===== config.mk =====
export PLATFORM = sky130hd
export DESIGN_NAME = ps2_host_tx
export DESIGN_NICKNAME = d
export VERILOG_FILES = /design/src/rtl/ps2_host_tx.sv
export SDC_FILE = /design/constraint.sdc
export NUM_CORES = 1
export LEC_CHECK = 0
export CELL_PAD_IN_SITES_DETAIL_PLACEMENT = 0
export CELL_PAD_IN_SITES_GLOBAL_PLACEMENT = 1
export CORE_MARGIN = 1.5
export CORE_UTILIZATION = 51
export CTS_BUF_LIST = sky130_fd_sc_hd__clkbuf_4 sky130_fd_sc_hd__clkbuf_8
export CTS_CLUSTER_DIAMETER = 200
export DETAILED_ROUTE_END_ITERATION = 8
export GPL_ROUTABILITY_DRIVEN = 0
export GPL_TIMING_DRIVEN = 0
export PLACE_DENSITY_LB_ADDON = 0.1
export REMOVE_ABC_BUFFERS = 1
export SETUP_SLACK_MARGIN = 0.4
export SLEW_MARGIN = 20
export SYNTH_ARGS = -nofsm -noshare
export SYNTH_HDL_FRONTEND = slang
export SYNTH_SLANG_ARGS = --single-unit
export TNS_END_PERCENT = 5

===== constraint.sdc =====
create_clock -name clk -period 4.5 [get_ports clk]
set_input_delay 0.45 -clock clk [delete_from_list [all_inputs] [get_ports clk]]
set_output_delay 0.45 -clock clk [all_outputs]
set_load 0.02 [all_outputs]

===== src/rtl/ps2_host_tx.sv =====
// ps2_host_tx: host-to-device PS/2 command transmitter using the inhibit / request-to-send
// handshake, device-clocked data bits and a final ACK check.
module ps2_host_tx #(
    parameter int INHIBIT_CYCLES = 10000,
    parameter int RTS_CYCLES     = 2000,
    parameter int TIMEOUT_CYCLES = 2000000,
    parameter int FILTER_LEN     = 8
) (
    input  logic       clk,
    input  logic       reset,
    input  logic [7:0] tx_data,
    input  logic       tx_valid,
    output logic       tx_ready,
    output logic       busy,
    output logic       tx_done,
    output logic       tx_err,
    input  logic       ps2_clk_in,
    input  logic       ps2_data_in,
    output logic       ps2_clk_oe,
    output logic       ps2_data_oe
);
    localparam int CW = $clog2(TIMEOUT_CYCLES + INHIBIT_CYCLES + RTS_CYCLES + 1);
    localparam int FW = $clog2(FILTER_LEN + 1);
    typedef enum logic [2:0] {
        S_IDLE, S_INHIBIT, S_RTS, S_DATA, S_ACK, S_WAIT_REL, S_DONE, S_ERR
    } state_t;
    state_t        r_state;
    logic [1:0]    r_clk_sync;
    logic [1:0]    r_data_sync;
    logic          r_clk_filt;
    logic          r_clk_filt_d;
    logic [FW-1:0] r_filt_cnt;
    logic [CW-1:0] r_cnt;
    logic [10:0]   r_shift;
    logic [3:0]    r_bitcnt;
    logic          r_done;
    logic          r_err;
    logic          r_clk_oe;
    logic          r_data_oe;
    logic          w_clk;
    logic          w_data;
    logic          w_fall;
    assign w_clk       = r_clk_sync[1];
    assign w_data      = r_data_sync[1];
    assign w_fall      = r_clk_filt_d & ~r_clk_filt;
    assign tx_ready    = (r_state == S_IDLE);
    assign busy        = (r_state != S_IDLE);
    assign tx_done     = r_done;
    assign tx_err      = r_err;
    assign ps2_clk_oe  = r_clk_oe;
    assign ps2_data_oe = r_data_oe;
    // Synchronisers start high (idle bus) so reset release never produces a spurious fall.
    always_ff @(posedge clk or negedge reset) begin
        if (!reset) begin
            r_clk_sync   <= 2'b11;
            r_data_sync  <= 2'b11;
            r_clk_filt   <= 1'b1;
            r_clk_filt_d <= 1'b1;
            r_filt_cnt   <= '0;
        end else begin
            r_clk_sync   <= {r_clk_sync[0], ps2_clk_in};
            r_data_sync  <= {r_data_sync[0], ps2_data_in};
            r_clk_filt_d <= r_clk_filt;
            if (w_clk == r_clk_filt) r_filt_cnt <= '0;
            else if (r_filt_cnt == FW'(FILTER_LEN - 1)) begin
                r_clk_filt <= w_clk;
                r_filt_cnt <= '0;
            end else r_filt_cnt <= r_filt_cnt + 1'b1;
        end
    end
    always_ff @(posedge clk or negedge reset) begin
        if (!reset) begin
            r_state   <= S_IDLE;
            r_cnt     <= '0;
            r_shift   <= '0;
            r_bitcnt  <= '0;
            r_done    <= 1'b0;
            r_err     <= 1'b0;
            r_clk_oe  <= 1'b0;
            r_data_oe <= 1'b0;
        end else begin
            r_done <= 1'b0;
            r_err  <= 1'b0;
            case (r_state)
                S_IDLE: if (tx_valid) begin
                    r_shift  <= {1'b1, ~^tx_data, tx_data};
                    r_bitcnt <= '0;
                    r_cnt    <= '0;
                    r_clk_oe <= 1'b1;
                    r_state  <= S_INHIBIT;
                end
                S_INHIBIT: if (r_cnt == CW'(INHIBIT_CYCLES - 1)) begin
                    r_cnt     <= '0;
                    r_data_oe <= 1'b1;
                    r_state   <= S_RTS;
                end else r_cnt <= r_cnt + 1'b1;
                S_RTS: if (r_cnt == CW'(RTS_CYCLES - 1)) begin
                    r_cnt    <= '0;
                    r_clk_oe <= 1'b0;
                    r_state  <= S_DATA;
                end else r_cnt <= r_cnt + 1'b1;
                S_DATA, S_ACK, S_WAIT_REL: begin
                    r_cnt <= w_fall ? '0 : r_cnt + 1'b1;
                    // A device clock edge outranks a coincident timeout.
                    if (w_fall && r_state == S_DATA) begin
                        r_data_oe <= ~r_shift[0];
                        r_shift   <= r_shift >> 1;
                        r_bitcnt  <= r_bitcnt + 1'b1;
                        if (r_bitcnt == 4'd9) r_state <= S_ACK;
                    end else if (w_fall && r_state == S_ACK) begin
                        r_err   <= w_data;
                        r_state <= w_data ? S_ERR : S_WAIT_REL;
                    end else if (r_state == S_WAIT_REL && w_clk && w_data) begin
                        r_done  <= 1'b1;
                        r_state <= S_DONE;
                    end else if (!w_fall && r_cnt == CW'(TIMEOUT_CYCLES - 1)) begin
                        r_err     <= 1'b1;
                        r_clk_oe  <= 1'b0;
                        r_data_oe <= 1'b0;
                        r_state   <= S_ERR;
                    end
                end
                S_DONE, S_ERR: r_state <= S_IDLE;
                default: r_state <= S_IDLE;
            endcase
        end
    end
endmodule


==> qor.yml <==
status: "finished, final reports clean"
rr_worst_depth: 6
crit_path_start_kind: "flip-flop"
multi_input_area_mm2: 0.00136
vias_per_cell: 5.45
area_delta_synth_final_pct: 12.0
htree_num_levels: 2
coreArea_mm2: 0.00514
design_area_mm2: 0.00307
syn_area_per_cell_um2: 9.64
crit_type: "flip-flop to output port"
fin_tns_setup_ps: 0
cp.arrival_ps: 2010
antenna_found_initial: 0
num_io_pins: 19
yosysMostFrequentCell: "dfrtp_1"
drive_gt1_share_pct: 8.67
worstPathMaxFanout: 11
timing.rr.start: "r_state[2]"
nFillCells: 473
layout_min_cycle_time_ps: 2460
peakVddDrop_mv: 0.252
finalNonFillerCells: 370
grt_max_degree: 53
clock_latency_ps: 310
p_per_area_mw_per_mm2: 517
yosys.area.top_type: "dfrtp_1"
grt_pass1_wl_mm: 9.41
die_area_mm2: 0.00582
finalMaxSlewViolations: 0
cts_buffers: 5
clock_path_buffers: 2
grt_setup_unrepaired: "false"
wl_per_cell_um: 14.3
synth_top_flop_cell: "dfrtp_1"
initial_core_util_pct: 53.3
clock-root-buffer: "clkbuf_8"
die_w_um: 76.3
hold_viol: 0
seq_area_frac_synth_pct: 47.8
rr_endpoint: "r_cnt[16]"
ys_ff_latch: 52
critical_path.endpoint_type: "output port"
p_leak_nw: 1.28
seq_area_mm2: 0.00131
first_global_vias: 1983
synth_top_cells_by_area: "dfrtp_1 42%, dfstp_2 5.8%, nor2_1 5.6%, xnor2_1 4.5%, nor3_1 4.4%"
async_flop_share_pct: 100
synthCells: 284
core.rowCount: 26
drtPass1Iterations: 4
clk_pin_slew_worst_paths_ps: 90
tightest_slew_ps: 914
track_usage_pct: 19.9
hold_buffers: 0
cts_resized: 0
mappedNetlistArea_mm2: 0.00274
synth_top_area_share_pct: 42.0
placed_area_mm2: 0.00296
finalClockSkew_ps: 3.73
drc_errors: 0
gr-total-overflow: 0
fmax_ghz: 0.407
via_count: 2017
synthDistinctLibCells: 50
cts_sinks: 52
maxCapViolCount: 0
place_inst: 362
post-route-util_pct: 59.7
postCtsSetupRepairBufs: 0
io_buffers: 18
hold_ws_ps: 165
r2r_slack_ps: 2180
wirelength_mm: 5.28
final_nets: 316
yosysWarnings: 0
min_path_type: "input pin to async pin"
die_y_um: 76.3
finalSetupViolCount: 0
cts_tree: "built"
ant_nets: 0
synth_enable_flop_cells: 0
hpwl_mm: 3.67
drt_iter0_markers: 108
finalCritPeriodShare_pct: 54.6
synth_common_cells: "46 x dfrtp_1, 41 x nor2_1, 24 x nor3_1, 16 x a21oi_1, 16 x nand2_1"
relSlewSlack_pct: 39.1
insertedDiodeCount: 0
critPathRequiredTime_ps: 4050
metal layers:
layer / global-route usage [%] / wire length, µm
met5: 0 / 0
met3: 4.07 / 144
met1: 28.9 / 2760
met4: 5.56 / 55
met2: 30.3 / 2320
per-stage QoR:
stage | power (mW) | setup slack (ps)
2_1_floorplan | 1.12 | 2180
3_3_place_gp | 1.27 | 1480
3_5_place_dp | 1.28 | 1950
4_1_cts | 1.60 | 2040
5_1_grt | 1.71 | 1800
6_report | 1.59 | 2040
cell families after synthesis:
group,Yosys count,share of synthesized area [%]
AO/OA/AOI/OAI,46,11.0
XOR/XNOR,24,7.68
adder cells (fa/ha/maj),4,1.83
buffers and inverters,15,2.42
flip-flops,52,47.8
multiplexers,4,1.92
AND/OR/NAND/NOR,139,27.4
power by group:
group,switching [mW],total [mW],internal (mW)
registers,0.113,0.704,0.591
clock network,0.154,0.318,0.165
logic,0.319,0.563,0.245
worst max-delay path, cell delays in order, from the launching register on:
cell             delay (ps)
dfrtp_1                 510
nor3_1                  460
inv_1                   150
clkdlybuf4s50_1         570
final cells by class:
cell class                      count  area share [%]
Clock buffer                        5            2.24
Clock inverter                      3            1.39
Inverter                            5           0.612
Multi-Input combinational cell    217            44.4
Sequential cell                    52            42.7
Tap cell                           70            2.86
Timing Repair Buffer               18            5.79
flip-flops by register name, summed over array words and instances (netlist names):
name,count
r_filt_cnt,4
r_data_sync,2
r_cnt,21
r_clk_sync,2
tx_done,1
tx_err,1
r_clk_filt,1
r_state,3
r_shift,10
ps2_data_oe,1
r_bitcnt,4
ps2_clk_oe,1
r_clk_filt_d,1
worst max-delay path by stage:
stage               startpoint          to  slack (ps)  cells after the start
finish              r_state[2]        busy        2040                      3
global route        r_state[2]        busy        1800                      3
CTS                 r_state[2]        busy        2040                      3
detailed placement    tx_valid   r_cnt[14]        1950                      7
global placement         reset  r_shift[3]        1480                      1
floorplan           r_state[2]  r_state[0]        2180                      5
layout by cell type, fill, tap and decap left out, types with 3 or more instances in the layout:
| master | netlist | routed |
|---|---|---|
| a31oi_1 | 4 | 4 |
| clkdlybuf4s50_1 | 0 | 17 |
| a21oi_1 | 16 | 16 |
| and2_1 | 3 | 3 |
| and3_1 | 8 | 8 |
| o21ai_0 | 10 | 10 |
| xor2_1 | 10 | 10 |
| xnor2_1 | 14 | 14 |
| nor2_1 | 41 | 41 |
| nor4_1 | 4 | 4 |
| clkbuf_8 | 0 | 5 |
| and4_1 | 3 | 3 |
| nor3_1 | 24 | 24 |
| nand3_1 | 14 | 14 |
| nand4b_1 | 3 | 3 |
| ha_1 | 4 | 4 |
| dfrtp_1 | 46 | 46 |
| dfstp_2 | 6 | 6 |
| nor2b_1 | 6 | 6 |
| nand4_1 | 3 | 3 |
| inv_1 | 5 | 5 |
| nand2_1 | 16 | 16 |
Note: power is estimated with default switching activity, not from simulation.
